<file path="config.mk">
export PLATFORM = sky130hd
export DESIGN_NAME = rr_arb_4to1
export DESIGN_NICKNAME = d
export VERILOG_FILES = /design/src/rtl/rr_arb_4to1_pkg.sv /design/src/rtl/mux_4to1.sv /design/src/rtl/rr_arb_4to1.sv
export SDC_FILE = /design/constraint.sdc
export NUM_CORES = 1
export LEC_CHECK = 0
export BUFFER_PORTS_ARGS = -buffer_cell sky130_fd_sc_hd__buf_2
export CORE_MARGIN = 2
export CORE_UTILIZATION = 43
export DETAILED_ROUTE_END_ITERATION = 10
export GPL_ROUTABILITY_DRIVEN = 0
export PLACE_DENSITY = 0.72
export SYNTH_ARGS = -nofsm -noshare
export SYNTH_HDL_FRONTEND = slang
export SYNTH_HIERARCHICAL = 1
export SYNTH_SLANG_ARGS = --single-unit
</file>
<file path="constraint.sdc">
create_clock -name clk -period 2.25 [get_ports clk]
set_input_delay 0 -clock clk [delete_from_list [all_inputs] [get_ports clk]]
set_output_delay 0 -clock clk [all_outputs]
set_load 0.01 [all_outputs]
</file>
<file path="src/rtl/rr_arb_4to1_pkg.sv">
// Shared encodings for the 4:1 round-robin arbiter and its mux datapath.
//   SEL_X0..SEL_X3 : mux select encodings for sources 0..3
//   ARB_EMPTY/FULL : output-register occupancy state
//   sel_onehot()   : select index -> one-hot grant vector
package rr_arb_4to1_pkg;

  localparam int unsigned NUM_SRC = 4;
  localparam int unsigned SEL_W   = 2;

  localparam logic [SEL_W-1:0] SEL_X0 = 2'd0;
  localparam logic [SEL_W-1:0] SEL_X1 = 2'd1;
  localparam logic [SEL_W-1:0] SEL_X2 = 2'd2;
  localparam logic [SEL_W-1:0] SEL_X3 = 2'd3;

  localparam logic [0:0] ARB_EMPTY = 1'b0;
  localparam logic [0:0] ARB_FULL  = 1'b1;

  // Converts a source index into the one-hot grant pattern for that source.
  function automatic logic [NUM_SRC-1:0] sel_onehot(input logic [SEL_W-1:0] sel);
    return NUM_SRC'(1) << sel;
  endfunction

endpackage

</file>
<file path="src/rtl/mux_4to1.sv">
// N-bit 4:1 combinational multiplexer (datapath slice shared with the arbiter).
//   X0..X3 : input words
//   S      : select (SEL_X0..SEL_X3)
//   Z      : selected word
module mux_4to1
  import rr_arb_4to1_pkg::*;
#(
  parameter int unsigned N = 4
) (
  input  logic [N-1:0]     X0,
  input  logic [N-1:0]     X1,
  input  logic [N-1:0]     X2,
  input  logic [N-1:0]     X3,
  input  logic [SEL_W-1:0] S,
  output logic [N-1:0]     Z
);

  // Plain select; every encoding is covered so no latch is possible.
  always_comb begin
    Z = X0;
    unique case (S)
      SEL_X0:  Z = X0;
      SEL_X1:  Z = X1;
      SEL_X2:  Z = X2;
      SEL_X3:  Z = X3;
      default: Z = X0;
    endcase
  end

endmodule

</file>
<file path="src/rtl/rr_arb_4to1.sv">
// Registered 4-input round-robin arbiter feeding the 4:1 mux datapath.
// Picks one requesting source per free output slot, rotating priority from
// the source after the most recent grant, and presents the captured word on
// a valid/ready output register. Each capture is acknowledged by a one-cycle
// one-hot grant pulse.
//   clk, rst_n : clock, asynchronous active-low reset
//   req        : per-source request (source holds Xi stable until granted)
//   X0..X3     : source words
//   out_ready  : downstream takes Z this cycle
//   grant      : one-hot pulse, source i's word was captured on this edge
//   S          : select index of the word held in Z
//   Z          : registered output word
//   out_valid  : Z holds a valid word
module rr_arb_4to1
  import rr_arb_4to1_pkg::*;
#(
  parameter int unsigned N = 4
) (
  input  logic                 clk,
  input  logic                 rst_n,
  input  logic [NUM_SRC-1:0]   req,
  input  logic [N-1:0]         X0,
  input  logic [N-1:0]         X1,
  input  logic [N-1:0]         X2,
  input  logic [N-1:0]         X3,
  input  logic                 out_ready,
  output logic [NUM_SRC-1:0]   grant,
  output logic [SEL_W-1:0]     S,
  output logic [N-1:0]         Z,
  output logic                 out_valid
);

  logic [0:0]         state_q, state_d;
  logic [SEL_W-1:0]   last_q, last_d;
  logic [SEL_W-1:0]   s_d;
  logic [N-1:0]       z_d;
  logic [NUM_SRC-1:0] grant_d;

  logic               load_c;
  logic               found_c;
  logic [SEL_W-1:0]   winner_c;
  logic [N-1:0]       mux_z_c;

  // Output slot is free when empty or being drained this cycle.
  assign load_c = (state_q == ARB_EMPTY) | out_ready;

  // Priority search: last+1, last+2, last+3, last (2-bit wrap).
  always_comb begin
    found_c  = 1'b0;
    winner_c = last_q;
    for (int unsigned k = 1; k <= NUM_SRC; k++) begin
      logic [SEL_W-1:0] idx;
      idx = last_q + SEL_W'(k);
      if (!found_c && req[idx]) begin
        found_c  = 1'b1;
        winner_c = idx;
      end
    end
  end

  // Capture word comes straight from the datapath mux steered by the winner.
  mux_4to1 #(
    .N (N)
  ) u_mux (
    .X0 (X0),
    .X1 (X1),
    .X2 (X2),
    .X3 (X3),
    .S  (winner_c),
    .Z  (mux_z_c)
  );

  // Next-state and output-register next values.
  always_comb begin
    state_d = state_q;
    last_d  = last_q;
    s_d     = S;
    z_d     = Z;
    grant_d = '0;
    if (load_c) begin
      if (found_c) begin
        state_d = ARB_FULL;
        last_d  = winner_c;
        s_d     = winner_c;
        z_d     = mux_z_c;
        grant_d = sel_onehot(winner_c);
      end else begin
        state_d = ARB_EMPTY;
      end
    end
  end

  // State and output registers; last resets to 3 so source 0 wins first.
  always_ff @(posedge clk or negedge rst_n) begin
    if (!rst_n) begin
      state_q <= ARB_EMPTY;
      last_q  <= SEL_X3;
      S       <= SEL_X0;
      Z       <= '0;
      grant   <= '0;
    end else begin
      state_q <= state_d;
      last_q  <= last_d;
      S       <= s_d;
      Z       <= z_d;
      grant   <= grant_d;
    end
  end

  assign out_valid = (state_q == ARB_FULL);

endmodule

</file>
==> results.ini <==
[layout]
drive_above_1_share_pct=55.2
fin_nets=111
post-route-util_pct=61.2
finalNonFillerCells=103
diodes=0
final_cell_area_sq_um=901
area_growth_pct=36.1

[timing]
relSlewSlack_pct=73.1
setup_violations=0
post-route-min-period_ps=2160
skew_ps=2.90
drv_slew=0
worst_hold_slack_ps=14.7
hold_violations=0
tightest_slew_ps=400
period_share_pct=96.0
fmax_ghz=0.463
fin_ws_ps=90.5
tns_ps=0
grt_setup_unrepaired=false

[logic_synthesis]
synthTopCellsByCount=dfrtp_1 (11), mux2_2 (6), mux4_1 (4), inv_1 (3), o21ai_0 (3)
yosysWarningCount=6
synth_top_area_cell=dfrtp_1
ys_seq_area_share_pct=49.5
synthAdderAreaFrac_pct=0
yosys-mux-area-fraction_pct=30.6
synth_top_family_by_area=multiplexers
async_flop_share_pct=100
avgSynthCellArea_sq_um=14.1
synth_nets=70
synth-seq-cells=13
synthTopCellsByArea=dfrtp_1 (42%), mux4_1 (16%), mux2_2 (10%)
yosysMostFrequentCell=dfrtp_1
syn_area_sq_um=662
synth_compound_area_share_pct=7.18
synth_edf_count=0
synth-xor-area-share_pct=0
synth-simple-area-share_pct=9.83
synth_top_cell_area_share_pct=41.6
synth.distinct_cells=20
netlist_instances=47
synth_flop_cell=dfrtp_1

[cts]
clock_sinks=13
clk_pin_slew_worst_paths_ps=80
ctsHoldBuffers=2
insertion_delay_ps=270
cts_resized=0
cts_setup_buffers=0
cts_tree=done
cts-root-buf=clkbuf_4
clockBufferDepth=2
cts_buffers=3
h-tree-depth=1

[setup_path]
required_ps=2410
r2r_start=last_q[0]
timing.critical_path.to_type=register
startpoint=last_q[0]
cp-start-kind=register
cp_max_fo=10
setup.worst_path.class=register to register
cp.arrival_ps=2320

[global_route]
gr-usage-met1_pct=16.3
grt_usage_pct=15.8
grt.overflow.total=0
grt_pass1_vias=508
grtUsageMet2_pct=27.5
grt_max_degree=14
grt_busiest_layer=met2
grtUsageMet3_pct=2.55
antenna_found_initial=0
grt_pass1_wl_mm=2.08

[power]
power_switching_uw=312
sw_frac_of_total_pct=31.8
p_per_area_nw_per_um2=1090
max-vdd-ir-drop_mv=0.672
intPower_uw=667
clkPwrFrac_pct=14.6
combPwrFrac_pct=45.2
p_seq_share_pct=40.2
total_power_uw=978
p_leak_nw=0.474

[floorplanning]
die_x_microns=43.2
dieArea_sq_um=1870
rows=14
core_area_sq_um=1470
die_y_microns=43.2
initial_core_util_pct=45.0
ioPinCount=34

[drt]
ant_nets=0
dr.pass1.iters=4
vias_per_cell=5.34
wl_mm=1.32
drc_errors=0
vias=550
drtIter0Drc=4
wl_per_cell_microns=12.8

[placement]
post-place-ws_ps=90.4
place_area_sq_um=855
placed_cells=97
io_buffers=33
place_hpwl_microns=987

[hold_path]
min_from=req[3]
hold_class=input pin to register

[outcome]
status=finished, final reports clean

[run]
cap_violations=0

==> worst paths after layout <==
path | to | slack [ps] | cells after the start
min in group asynchronous | S[1] | 140 | 2
min | out_valid | 10 | 3
min reg2reg | S[1] | 500 | 1
max | Z[3] | 90 | 5
max reg2reg | Z[3] | 90 | 5
max in group asynchronous | last_q[0] | 1840 | 2
==> placed cells by master (no fill, tap or decap) <==
cell            n
clkbuf_4        3
nor4_1          1
o21ai_0         3
a221o_1         1
and3b_1         2
dfstp_2         2
buf_4           2
inv_1           3
mux2_4          2
nor2_1          2
mux2_2          6
nor3b_1         1
o21ai_1         1
buf_2          33
mux4_1          4
a21oi_1         2
nor2b_1         1
nand2b_1        1
or2b_1          1
and3_1          1
a21o_1          1
dfrtp_1        11
dlygate4sd3_1   2
clkbuf_1        1
==> final cells by class <==
type	instances	area, sq um
Clock buffer	4	26.3
Fill cell	131	571
Inverter	3	11.3
Multi-Input combinational cell	30	315
Sequential cell	13	328
Tap cell	16	20.0
Timing Repair Buffer	37	200
==> kinds of logic (layout without fill, tap and decap cells) <==
family,Yosys count,in the layout
flip-flops,13,13
multiplexers,12,12
AND/OR/NAND/NOR,10,10
AO/OA/AOI/OAI,8,8
buffers and inverters,4,44
==> per-layer routing <==
| metal | part of all wire, % | wire length (microns) |
|---|---|---|
| met5 | 0 | 0 |
| met4 | 2.0 | 27 |
| met1 | 38 | 505 |
| met2 | 55 | 722 |
| met3 | 4.9 | 64 |
==> worst max-delay path: stages, from the launching register on <==
cell and delay (ps):
dfstp_2 560, nor2b_1 60, a21o_1 160, a221o_1 500, mux4_1 500, mux2_2 270
==> power groups by stage <==
| stage | logic [mW] | clock network (mW) | registers (mW) |
|---|---|---|---|
| 5_1_grt | 0.482 | 0.163 | 0.408 |
| 6_report | 0.442 | 0.143 | 0.394 |
| 3_5_place_dp | 0.447 | 0 | 0.397 |
| 3_3_place_gp | 0.434 | 0 | 0.393 |
| 2_1_floorplan | 0.253 | 0 | 0.431 |
| 4_1_cts | 0.451 | 0.146 | 0.393 |
==> flip-flops by register name, indices dropped and copies added (netlist names) <==
| name | cells |
|---|---|
| Z | 4 |
| grant | 4 |
| out_valid | 1 |
| S | 2 |
| last_q | 2 |
(Power assumes the default switching activity.)
